## config.mk

```make
export PLATFORM = sky130hd
export DESIGN_NAME = sys_cmd_initiator
export DESIGN_NICKNAME = d
export VERILOG_FILES = /design/src/rtl/sys_cmd_initiator.sv
export SDC_FILE = /design/constraint.sdc
export NUM_CORES = 1
export LEC_CHECK = 0
export CELL_PAD_IN_SITES_DETAIL_PLACEMENT = 1
export CELL_PAD_IN_SITES_GLOBAL_PLACEMENT = 1
export CORE_MARGIN = 2
export CORE_UTILIZATION = 40
export DETAILED_ROUTE_END_ITERATION = 12
export GPL_TIMING_DRIVEN = 0
export HOLD_SLACK_MARGIN = 0.1
export PLACE_DENSITY_LB_ADDON = 0.1
export SYNTH_ARGS = -nofsm -noshare
export SYNTH_HDL_FRONTEND = slang
export SYNTH_SLANG_ARGS = --single-unit
export TNS_END_PERCENT = 100
```

## constraint.sdc

```tcl
create_clock -name CLK -period 2.4 [get_ports CLK]
set_input_delay 0.48 -clock CLK [delete_from_list [all_inputs] [get_ports CLK]]
set_output_delay 0.48 -clock CLK [all_outputs]
set_load 0.03 [all_outputs]
```

## src/rtl/sys_cmd_initiator.sv

```systemverilog
// Host-side command initiator: serializes one command into header/payload byte
// frames for the UART TX path, then waits, with a timeout, for one response byte from RX.
module sys_cmd_initiator #(
  parameter int DW             = 8,
  parameter int FUN_W          = 4,
  parameter int REGFILE_ADDR_W = 4,
  parameter int TIMEOUT_CYC    = 1024
) (
  input  logic                      CLK,
  input  logic                      RST,
  input  logic                      cmd_valid,
  output logic                      cmd_ready,
  input  logic [1:0]                cmd_type,
  input  logic [REGFILE_ADDR_W-1:0] cmd_addr,
  input  logic [DW-1:0]             cmd_data,
  input  logic [DW-1:0]             cmd_op_a,
  input  logic [DW-1:0]             cmd_op_b,
  input  logic [FUN_W-1:0]          cmd_fun,
  output logic [DW-1:0]             tx_data,
  output logic                      tx_valid,
  input  logic                      tx_ready,
  input  logic [DW-1:0]             rx_data,
  input  logic                      rx_data_valid,
  output logic [DW-1:0]             rsp_data,
  output logic                      rsp_valid,
  output logic                      rsp_timeout,
  output logic                      cmd_done,
  output logic                      busy
);

  localparam int TIMER_W = (TIMEOUT_CYC > 1) ? $clog2(TIMEOUT_CYC) : 1;
  localparam logic [TIMER_W-1:0] TIMER_LAST = TIMER_W'(TIMEOUT_CYC - 1);

  localparam logic [1:0] T_RF_WR   = 2'd0;
  localparam logic [1:0] T_RF_RD   = 2'd1;
  localparam logic [1:0] T_ALU_OP  = 2'd2;
  localparam logic [1:0] T_ALU_NOP = 2'd3;

  typedef enum logic [1:0] {IDLE, SEND, WAIT_RSP} state_t;

  state_t                    state_reg, state_next;
  logic [1:0]                type_reg, type_next;
  logic [REGFILE_ADDR_W-1:0] addr_reg, addr_next;
  logic [DW-1:0]             data_reg, data_next;
  logic [DW-1:0]             op_a_reg, op_a_next;
  logic [DW-1:0]             op_b_reg, op_b_next;
  logic [FUN_W-1:0]          fun_reg, fun_next;
  logic [2:0]                len_reg, len_next;
  logic [1:0]                idx_reg, idx_next;
  logic [TIMER_W-1:0]        timer_reg, timer_next;
  logic [DW-1:0]             tx_data_reg, tx_data_next;
  logic                      tx_valid_reg, tx_valid_next;
  logic [DW-1:0]             rsp_data_reg, rsp_data_next;
  logic                      rsp_valid_reg, rsp_valid_next;
  logic                      rsp_timeout_reg, rsp_timeout_next;
  logic                      cmd_done_reg, cmd_done_next;

  logic [1:0]    send_idx;
  logic [DW-1:0] body_byte;
  logic [DW-1:0] header_byte;

  assign cmd_ready   = (state_reg == IDLE);
  assign busy        = (state_reg != IDLE);
  assign tx_data     = tx_data_reg;
  assign tx_valid    = tx_valid_reg;
  assign rsp_data    = rsp_data_reg;
  assign rsp_valid   = rsp_valid_reg;
  assign rsp_timeout = rsp_timeout_reg;
  assign cmd_done    = cmd_done_reg;

  // Header comes from the live command so it can be presented the cycle after acceptance.
  always_comb begin
    case (cmd_type)
      T_RF_WR:  header_byte = DW'(8'hAA);
      T_RF_RD:  header_byte = DW'(8'hBB);
      T_ALU_OP: header_byte = DW'(8'hCC);
      default:  header_byte = DW'(8'hDD);
    endcase
  end

  assign send_idx = idx_reg + 2'd1;

  always_comb begin
    body_byte = '0;
    case (type_reg)
      T_RF_WR:  body_byte = (send_idx == 2'd1) ? DW'(addr_reg) : data_reg;
      T_RF_RD:  body_byte = DW'(addr_reg);
      T_ALU_OP: begin
        case (send_idx)
          2'd1:    body_byte = op_a_reg;
          2'd2:    body_byte = op_b_reg;
          default: body_byte = DW'(fun_reg);
        endcase
      end
      default:  body_byte = DW'(fun_reg);
    endcase
  end

  always_comb begin
    state_next       = state_reg;
    type_next        = type_reg;
    addr_next        = addr_reg;
    data_next        = data_reg;
    op_a_next        = op_a_reg;
    op_b_next        = op_b_reg;
    fun_next         = fun_reg;
    len_next         = len_reg;
    idx_next         = idx_reg;
    timer_next       = timer_reg;
    tx_data_next     = tx_data_reg;
    tx_valid_next    = tx_valid_reg;
    rsp_data_next    = rsp_data_reg;
    rsp_valid_next   = 1'b0;
    rsp_timeout_next = 1'b0;
    cmd_done_next    = 1'b0;
    case (state_reg)
      IDLE: begin
        if (cmd_valid) begin
          type_next     = cmd_type;
          addr_next     = cmd_addr;
          data_next     = cmd_data;
          op_a_next     = cmd_op_a;
          op_b_next     = cmd_op_b;
          fun_next      = cmd_fun;
          case (cmd_type)
            T_RF_WR:  len_next = 3'd3;
            T_ALU_OP: len_next = 3'd4;
            default:  len_next = 3'd2;
          endcase
          idx_next      = 2'd0;
          tx_valid_next = 1'b1;
          tx_data_next  = header_byte;
          state_next    = SEND;
        end
      end
      SEND: begin
        if (tx_valid_reg && tx_ready) begin
          if ({1'b0, idx_reg} == len_reg - 3'd1) begin
            tx_valid_next = 1'b0;
            if (type_reg == T_RF_WR) begin
              cmd_done_next = 1'b1;
              state_next    = IDLE;
            end else begin
              timer_next = '0;
              state_next = WAIT_RSP;
            end
          end else begin
            idx_next     = send_idx;
            tx_data_next = body_byte;
          end
        end
      end
      WAIT_RSP: begin
        // A response arriving on the timeout cycle takes priority over the timeout.
        if (rx_data_valid) begin
          rsp_data_next  = rx_data;
          rsp_valid_next = 1'b1;
          cmd_done_next  = 1'b1;
          state_next     = IDLE;
        end else if (timer_reg == TIMER_LAST) begin
          rsp_timeout_next = 1'b1;
          cmd_done_next    = 1'b1;
          state_next       = IDLE;
        end else begin
          timer_next = timer_reg + 1'b1;
        end
      end
      default: state_next = IDLE;
    endcase
  end

  always_ff @(posedge CLK or negedge RST) begin
    if (!RST) begin
      state_reg       <= IDLE;
      type_reg        <= '0;
      addr_reg        <= '0;
      data_reg        <= '0;
      op_a_reg        <= '0;
      op_b_reg        <= '0;
      fun_reg         <= '0;
      len_reg         <= '0;
      idx_reg         <= '0;
      timer_reg       <= '0;
      tx_data_reg     <= '0;
      tx_valid_reg    <= 1'b0;
      rsp_data_reg    <= '0;
      rsp_valid_reg   <= 1'b0;
      rsp_timeout_reg <= 1'b0;
      cmd_done_reg    <= 1'b0;
    end else begin
      state_reg       <= state_next;
      type_reg        <= type_next;
      addr_reg        <= addr_next;
      data_reg        <= data_next;
      op_a_reg        <= op_a_next;
      op_b_reg        <= op_b_next;
      fun_reg         <= fun_next;
      len_reg         <= len_next;
      idx_reg         <= idx_next;
      timer_reg       <= timer_next;
      tx_data_reg     <= tx_data_next;
      tx_valid_reg    <= tx_valid_next;
      rsp_data_reg    <= rsp_data_next;
      rsp_valid_reg   <= rsp_valid_next;
      rsp_timeout_reg <= rsp_timeout_next;
      cmd_done_reg    <= cmd_done_next;
    end
  end

endmodule

```

**Word-level counts from Yosys, hierarchy flattened**

Cells that the tools add are included.

- Output and inout port bits: 22
- Bits in registers: 71
- Input bits: 47
- Word-level logic and storage cells: 90

- Add/subtract/negate cells: 3
- Eq/ne operators: 18
- Mux-type cells: 40
- Reduce and logical (&&, ||, !) cells: 13

Operator list:

| operator | count |
|---|---|
| 10-bit two-way mux | 5 |
| 8-bit two-way mux | 4 |
| 8-bit case mux with 2 select lines | 2 |
| 8-bit case mux with 3 select lines | 1 |
| 7-bit case mux with 3 select lines | 1 |
| 10-bit case mux with 2 select lines | 1 |
| 2-bit two-way mux | 9 |
| 2-bit != test (second input constant) | 7 |
| 1-bit two-way mux | 12 |
| 4-bit AND reduction | 3 |
| 10-bit by 1-bit adder with 10-bit output (second input constant) | 1 |
| 10-bit equality test (second input constant) | 1 |
| 2-bit by 1-bit equality test with 1-bit output (second input constant) | 4 |
| 2-bit equality test (second input constant) | 4 |
| 2-bit zero test | 3 |
| 2-bit case mux with 3 select lines | 1 |
| 3-bit case mux with 2 select lines | 1 |
| 6-bit AND reduction | 1 |
| 2-bit nonzero test | 3 |
| 1-bit case mux with 2 select lines | 2 |
| 2-bit case mux with 2 select lines | 1 |
| 2-bit AND reduction | 2 |
| 2-bit by 3-bit equality test with 1-bit output | 1 |
| 3-bit != test (second input constant) | 1 |
| other kinds (3) | 3 |

**Longest topological paths before layout**

Gate-level depths: netlist (run 1).

- Depth after elaboration: 7
- Gate-level depth with buffers: 8
- Depth with buffers taken out: 7

**Worst setup path before layout (run 1)**

No wires, ideal clock.

- Kind: register -> register
- Start: register state_reg[1]
- End: register len_reg[1]
- Stages on the path, launching flop included: 8
- Setup time: 0.131 ns
- Path buffers: 2
- Data arrival time: 1.641 ns
- Path slack: 0.628 ns
- Period minus slack after synthesis: 1.772 ns
- Data required time: 2.269 ns
- Cells stage by stage: dfrtp_1 inv_1 ha_1 nand2_1 buf_2 buf_2 nor3b_1 a21oi_1

- Longest elaborated chain between the ends: 2

RTL lines:

| item | line | RTL |
|---|---|---|
| start, declared | 41 | `state_t state_reg, state_next;` |
| start signal, assigned | 191 | `state_reg <= state_next;` |
| 2-bit zero test | n/a |  |
| via cmd_ready | 12 | `output logic cmd_ready,` |
| 2-bit AND reduction (no line) | n/a |  |
| end signal, assigned | 198 | `len_reg <= len_next;` |
| end, declared | 48 | `logic [2:0] len_reg, len_next;` |

The timed path passes the listed nets, and every way through them passes these cells.
A chain may end at the register's enable or synchronous reset.

**Worst setup path after layout (run 1)**

- Start: register state_reg[1]
- End: output port busy

- Longest elaborated chain between the ends: 1

RTL lines:

| item | line | RTL |
|---|---|---|
| 2-bit nonzero test | 63 | `assign busy = (state_reg != IDLE);` |
| end, declared | 28 | `output logic busy` |

No other way between the ends.

==> results.toml, run 1 <==
[status]
outcome = "finished clean"

[routing]
dr_wl_met3_um = 282
wl_met2_um = 4230
drt_first_pass_iters = 4
wl_per_cell_um = 17.2
drtIter0Drc = 83
met1Wirelength_um = 3770
viasPerCell = 5.36
wirelength_um = 8390
antenna_left = 0
vias = 2622
drc = 0
routed.top_layer = "met4"

[worst_setup_path]
crit_arrival_ps = 1660
cp-end-kind = "output port"
critical-path-slowest-cell = "dlygate4sd2_1"
criticalPathCategory = "register to output port"
path_cells = "inv_1 > ha_1 > inv_1 > dlygate4sd2_1"
critPathTopFamily = "buffers and inverters"
rr_worst_depth = 7
slowest_delay_ps = 410
crit_buf_inv = 3
required_ps = 1920
cp.depth = 4
path_max_fanout = 6
critPathLaunchType = "register"
cpMostUsedCell = "inv_1"

[global_route]
track_usage_pct = 20.3
grt_pass1_wl_um = 14000
overflow = 0
grt_max_degree = 48
antenna_found_initial = 0
grt_pass1_vias = 2808

[sta]
rsz0062_at_grt = "false"
finalSetupViolations = 0
whs_ps = 483
tightest_slew_ps = 716
relSlewSlack_pct = 52.2
drv_slew = 0
min_period_ps = 2140
skew_ps = 14.5
fmax_ghz = 0.468
fin_ws_ps = 264
hold_viol = 0
post-route-period-util_pct = 89.0

[finish]
final_nets = 434
antenna_cells = 0
drive_gt1_share_pct = 18.8
fin_util_pct = 54.3
syn_to_final_growth_pct = 31.7
final_cell_mix = "71 x dfrtp_1, 65 x clkdlybuf4s50_1, 43 x mux2_2, 25 x nand2_1, 21 x nor2_1"
final_common_cell = "dfrtp_1"
final_cell_area_sq_um = 4440
fillers = 879
largest_reg_flops = 10

[clock_tree]
cts_tree = "done"
cts_max_level = 3
cts_buffers = 9
worst_skew_pair.late_latency_ps = 360
cts_buffer_depth = 2
clock_tree.root_cell = "clkbuf_8"
path_clk_slew_ps = 80
cts.sinks = 71

[synth]
yosysTopAreaCellShare_pct = 52.7
yosys.area.top_type = "dfrtp_1"
async_flop_share_pct = 100
synth_area_leaders = "dfrtp_1 53%, mux2_2 14%, ha_1 3.0%, nand2_1 2.8%, nor2_1 2.3%"
syn_nets = 353
avgSynthCellArea_sq_um = 11.3
yosysUniqueCellTypes = 45
ys_warn_count = 0
synthCells = 298
synth_area_sq_um = 3370
synth_edf_count = 0
synth-main-ff-cell = "dfrtp_1"
ys_seq_area_share_pct = 52.7
synth_seq_cells = 71

[die]
die_x_um = 95.8
pin_count = 69
rows = 33
die_area_sq_um = 9180
core-area_sq_um = 8180
fp.dieH_um = 95.8
initial_utilization_pct = 41.2

[pwr]
power_frac_comb_pct = 47.4
switchingPower_mw = 2.34
power_density_nw_per_um2 = 1320
p_int_mw = 3.52
power_leakage_nw = 1.96
p_seq_share_pct = 34.2
vdd_drop_max_mv = 0.591
p_clk_share_pct = 18.4
sw_frac_of_total_pct = 40.0

[placement]
placed_cell_area_sq_um = 4210
dp_hpwl_um = 6200
gp_congestion = 0.787
preCtsSetupSlack_ps = 176
port-buffer-count = 68

[min_path]
hold_depth = 1
hp-class = "register to register"

[run]
maxCapViolations = 0
worst reg2reg max path: cells and delay by family (launching register included):
kind | cells | cell delay [ps]
fa+ha+maj | 1 | 210
compound gates | 2 | 320
buf+inv | 2 | 330
mux | 1 | 300
simple gates | 1 | 370
flops | 1 | 460
cell families after synthesis:
kind of cell    count (synthesis)  share of synthesized area [%]
fa+ha+maj                       8                           2.97
buf+inv                        24                           2.89
simple gates                   75                           10.4
xor+xnor                        8                           2.08
compound gates                 66                           13.7
mux                            46                           15.3
flops                          71                           52.7
repair_timing:
item / 4_1_cts / 5_1_grt
buffers inserted: 0 / 0
resized for setup: 1 / 1
hold endpoints to repair: 24 / 0
setup endpoints to repair: 1 / 1
gates cloned: 0 / 0
hold buffers: 1 / 0
worst paths after layout:
check	end	slack, ps	startpoint
min in group asynchronous	tx_valid	570	RST
hold / removal	tx_data[4]	480	tx_data[4]
setup / recovery	busy	260	state_reg[1]
max in group asynchronous	op_a_reg[0]	1280	RST
hold reg to reg	tx_data[4]	480	tx_data[4]
setup reg to reg	tx_data[5]	310	idx_reg[0]
power groups by stage:
stage | registers [mW] | clock network, mW | logic (mW)
floorplan | 2.22 | 0 | 1.62
global placement | 2.00 | 0 | 2.72
detailed placement | 2.03 | 0 | 2.80
CTS | 2.01 | 1.11 | 2.81
global route | 2.07 | 1.16 | 3.08
finish | 2.00 | 1.08 | 2.78
stage by stage:
stage,cells,power [mW],setup TNS [ps]
2_1_floorplan,298,3.84,0
3_3_place_gp,471,4.72,-123050
3_5_place_dp,472,4.83,0
4_1_cts,489,5.93,0
5_1_grt,489,6.30,0
6_report,489,5.86,0
area by class of cell:
| cell class | count | area, sq um | area share, % |
|---|---|---|---|
| buffer | 12 | 52.6 | 1.18 |
| clock buffer | 10 | 138 | 3.10 |
| clock inverter | 6 | 83.8 | 1.89 |
| inverter | 12 | 45.0 | 1.01 |
| multi-input combinational | 203 | 1500 | 33.7 |
| sequential | 71 | 1780 | 40.0 |
| tap | 105 | 131 | 2.96 |
| timing repair buffer | 70 | 717 | 16.1 |
per-layer routing:
metal | up-vias | global-route usage [%]
li1 | 1230 | -
met1 | 1337 | 25.7
met2 | 47 | 34.0
met3 | 8 | 5.09
met4 | 0 | 7.14
met5 | - | 0
synth_stat cells, types with 7 or more instances:
cell      instances
nor2_1           21
inv_1            12
ha_1              8
o211ai_1          7
a22oi_1           8
xor2_1            7
nand2_1          25
mux2_2           43
a21oi_1          12
dfrtp_1          71
o21ai_0          13
Note: power is estimated with default switching activity, not from simulation.
==> run 2, diff against run 1 <==
--- a/config.mk
+++ b/config.mk
@@ -7,12 +7,12 @@
 export LEC_CHECK = 0
 export CELL_PAD_IN_SITES_DETAIL_PLACEMENT = 1
 export CELL_PAD_IN_SITES_GLOBAL_PLACEMENT = 1
-export CORE_MARGIN = 2
 export CORE_UTILIZATION = 40
 export DETAILED_ROUTE_END_ITERATION = 12
 export GPL_TIMING_DRIVEN = 0
 export HOLD_SLACK_MARGIN = 0.1
 export PLACE_DENSITY_LB_ADDON = 0.1
+export SLEW_MARGIN = 25
 export SYNTH_ARGS = -nofsm -noshare
 export SYNTH_HDL_FRONTEND = slang
 export SYNTH_SLANG_ARGS = --single-unit
==> run 2 against run 1 <==
  * Die area shrank 4.1%
  * Count of clock-buffer cells in the layout stayed put
  * Clock power fell by 9%
  * Maximum frequency rose by 1.4%
  * Largest cell class unchanged
  * Sequential power barely moved
  * Final area decreased by 0.34%
  * Highest routed layer unchanged
==> results.toml, run 2 (synthesis gave the netlist of run 1 again) <==
[status]
outcome = "finished clean"

[clock_tree]
cts.sinks = 71
cts_max_level = 3
clock_tree.root_cell = "clkbuf_8"
postCtsSetupRepairBufs = 0
path_clk_slew_ps = 80
cts_buffer_depth = 2
cts_buffers = 9
cts_tree = "done"
worst_skew_pair.late_latency_ps = 350

[routing]
drt_first_pass_iters = 4
viasPerCell = 5.28
drtIter0Drc = 86
vias = 2581
drc = 0
wirelength_um = 8130
wl_per_cell_um = 16.6
antenna_left = 0

[worst_setup_path]
slowest_delay_ps = 410
critical-path-slowest-cell = "dlygate4sd2_1"
cp-end-kind = "output port"
required_ps = 1920
criticalPathCategory = "register to output port"
path_cells = "inv_1 > ha_1 > inv_1 > dlygate4sd2_1"
crit_arrival_ps = 1630
reg2reg_to = "tx_data[4]"
rr_worst_depth = 7
reg2reg_from = "len_reg[0]"
cpMostUsedCell = "inv_1"
critPathLaunchType = "register"
r2r_setup_slack_ps = 390
path_max_fanout = 6

[sta]
fin_ws_ps = 293
skew_ps = 7.02
fmax_ghz = 0.475
hold_viol = 0
post-route-period-util_pct = 87.8
finalSetupViolations = 0
drv_slew = 0
rsz0062_at_grt = "false"
relSlewSlack_pct = 54.4
setup_tns_ps = 0
tightest_slew_ps = 684
min_period_ps = 2110

[global_route]
antenna_found_initial = 0
grt_max_degree = 49
grt_pass1_vias = 2684
grt_pass1_wl_um = 13700
track_usage_pct = 20.6
overflow = 0

[min_path]
worstHoldStart = "tx_data[0]"
hold_end = "tx_data[0]"
hp-class = "register to register"
hold_depth = 2

[die]
initial_utilization_pct = 41.2
pin_count = 69
die_x_um = 93.8
core-area_sq_um = 8180
die_area_sq_um = 8800
rows = 33
fp.dieH_um = 93.8

[placement]
preCtsSetupSlack_ps = 218
placed_cells = 472
port-buffer-count = 68
dp_hpwl_um = 6040
gp_congestion = 0.776

[finish]
final_nets = 434
register_area_sq_um = 1780
fillers = 876
drive_gt1_share_pct = 18.8
antenna_cells = 0
multi_input_area_sq_um = 1500
final_common_cell = "dfrtp_1"
final_cell_mix = "71 x dfrtp_1, 65 x clkdlybuf4s50_1, 43 x mux2_2, 25 x nand2_1, 21 x nor2_1"
instances_no_fill = 489
syn_to_final_growth_pct = 31.3
fin_util_pct = 54.1
largest_reg_flops = 10

[pwr]
power_mw = 5.74
power_density_nw_per_um2 = 1300
power_leakage_nw = 1.95
vdd_drop_max_mv = 0.505

[run]
maxCapViolations = 0
-- run 2: worst max-delay path by stage --
stage	end	slack, ps	from	depth (start not counted)
floorplan	len_reg[1]	630	state_reg[1]	7
global placement	rsp_data[1]	-1720	RST	1
detailed placement	data_reg[5]	220	cmd_valid	5
CTS	cmd_ready	60	state_reg[0]	3
global route	tx_data[5]	160	idx_reg[0]	7
finish	busy	290	state_reg[1]	4
-- run 2: worst max-delay path, delay by kind of cell (launching register included) --
| family | cells | cell delay, ps |
|---|---|---|
| buf+inv | 3 | 640 |
| flops | 1 | 390 |
| fa+ha+maj | 1 | 250 |
-- run 2: per-stage QoR --
stage	area [sq um]	hold WS, ps
6_report	4430	494
4_1_cts	4420	501
3_3_place_gp	4180	466
2_1_floorplan	3370	184
5_1_grt	4430	526
3_5_place_dp	4210	413
-- run 2: routing by layer --
layer / routed length [um] / global-route usage, % / vias up
met2: 3930 / 32.7 / 52
met5: 0 / 0 / -
met4: 97 / 9.23 / 0
met3: 204 / 3.16 / 10
met1: 3910 / 27.6 / 1288
li1: - / - / 1231
-- run 2: cell type report --
| type | count | share of cell area (%) |
|---|---|---|
| multi-input combinational | 203 | 33.8 |
| timing repair buffer | 70 | 16.2 |
| buffer | 12 | 1.19 |
| clock inverter | 6 | 1.55 |
| tap | 105 | 2.97 |
| sequential | 71 | 40.1 |
| inverter | 12 | 1.02 |
| clock buffer | 10 | 3.11 |
-- run 2: timing repair --
item / in CTS / in global routing
hold buffers: 1 / 0
endpoints found under the hold margin: 23 / 0
gates resized for setup: 1 / 1
setup endpoints to repair: 1 / 1
-- run 2: where the power goes --
group	switching, mW	internal, mW	total, mW
Clock	0.472	0.514	0.985
Sequential	0.287	1.70	1.99
Combinational	1.56	1.20	2.77
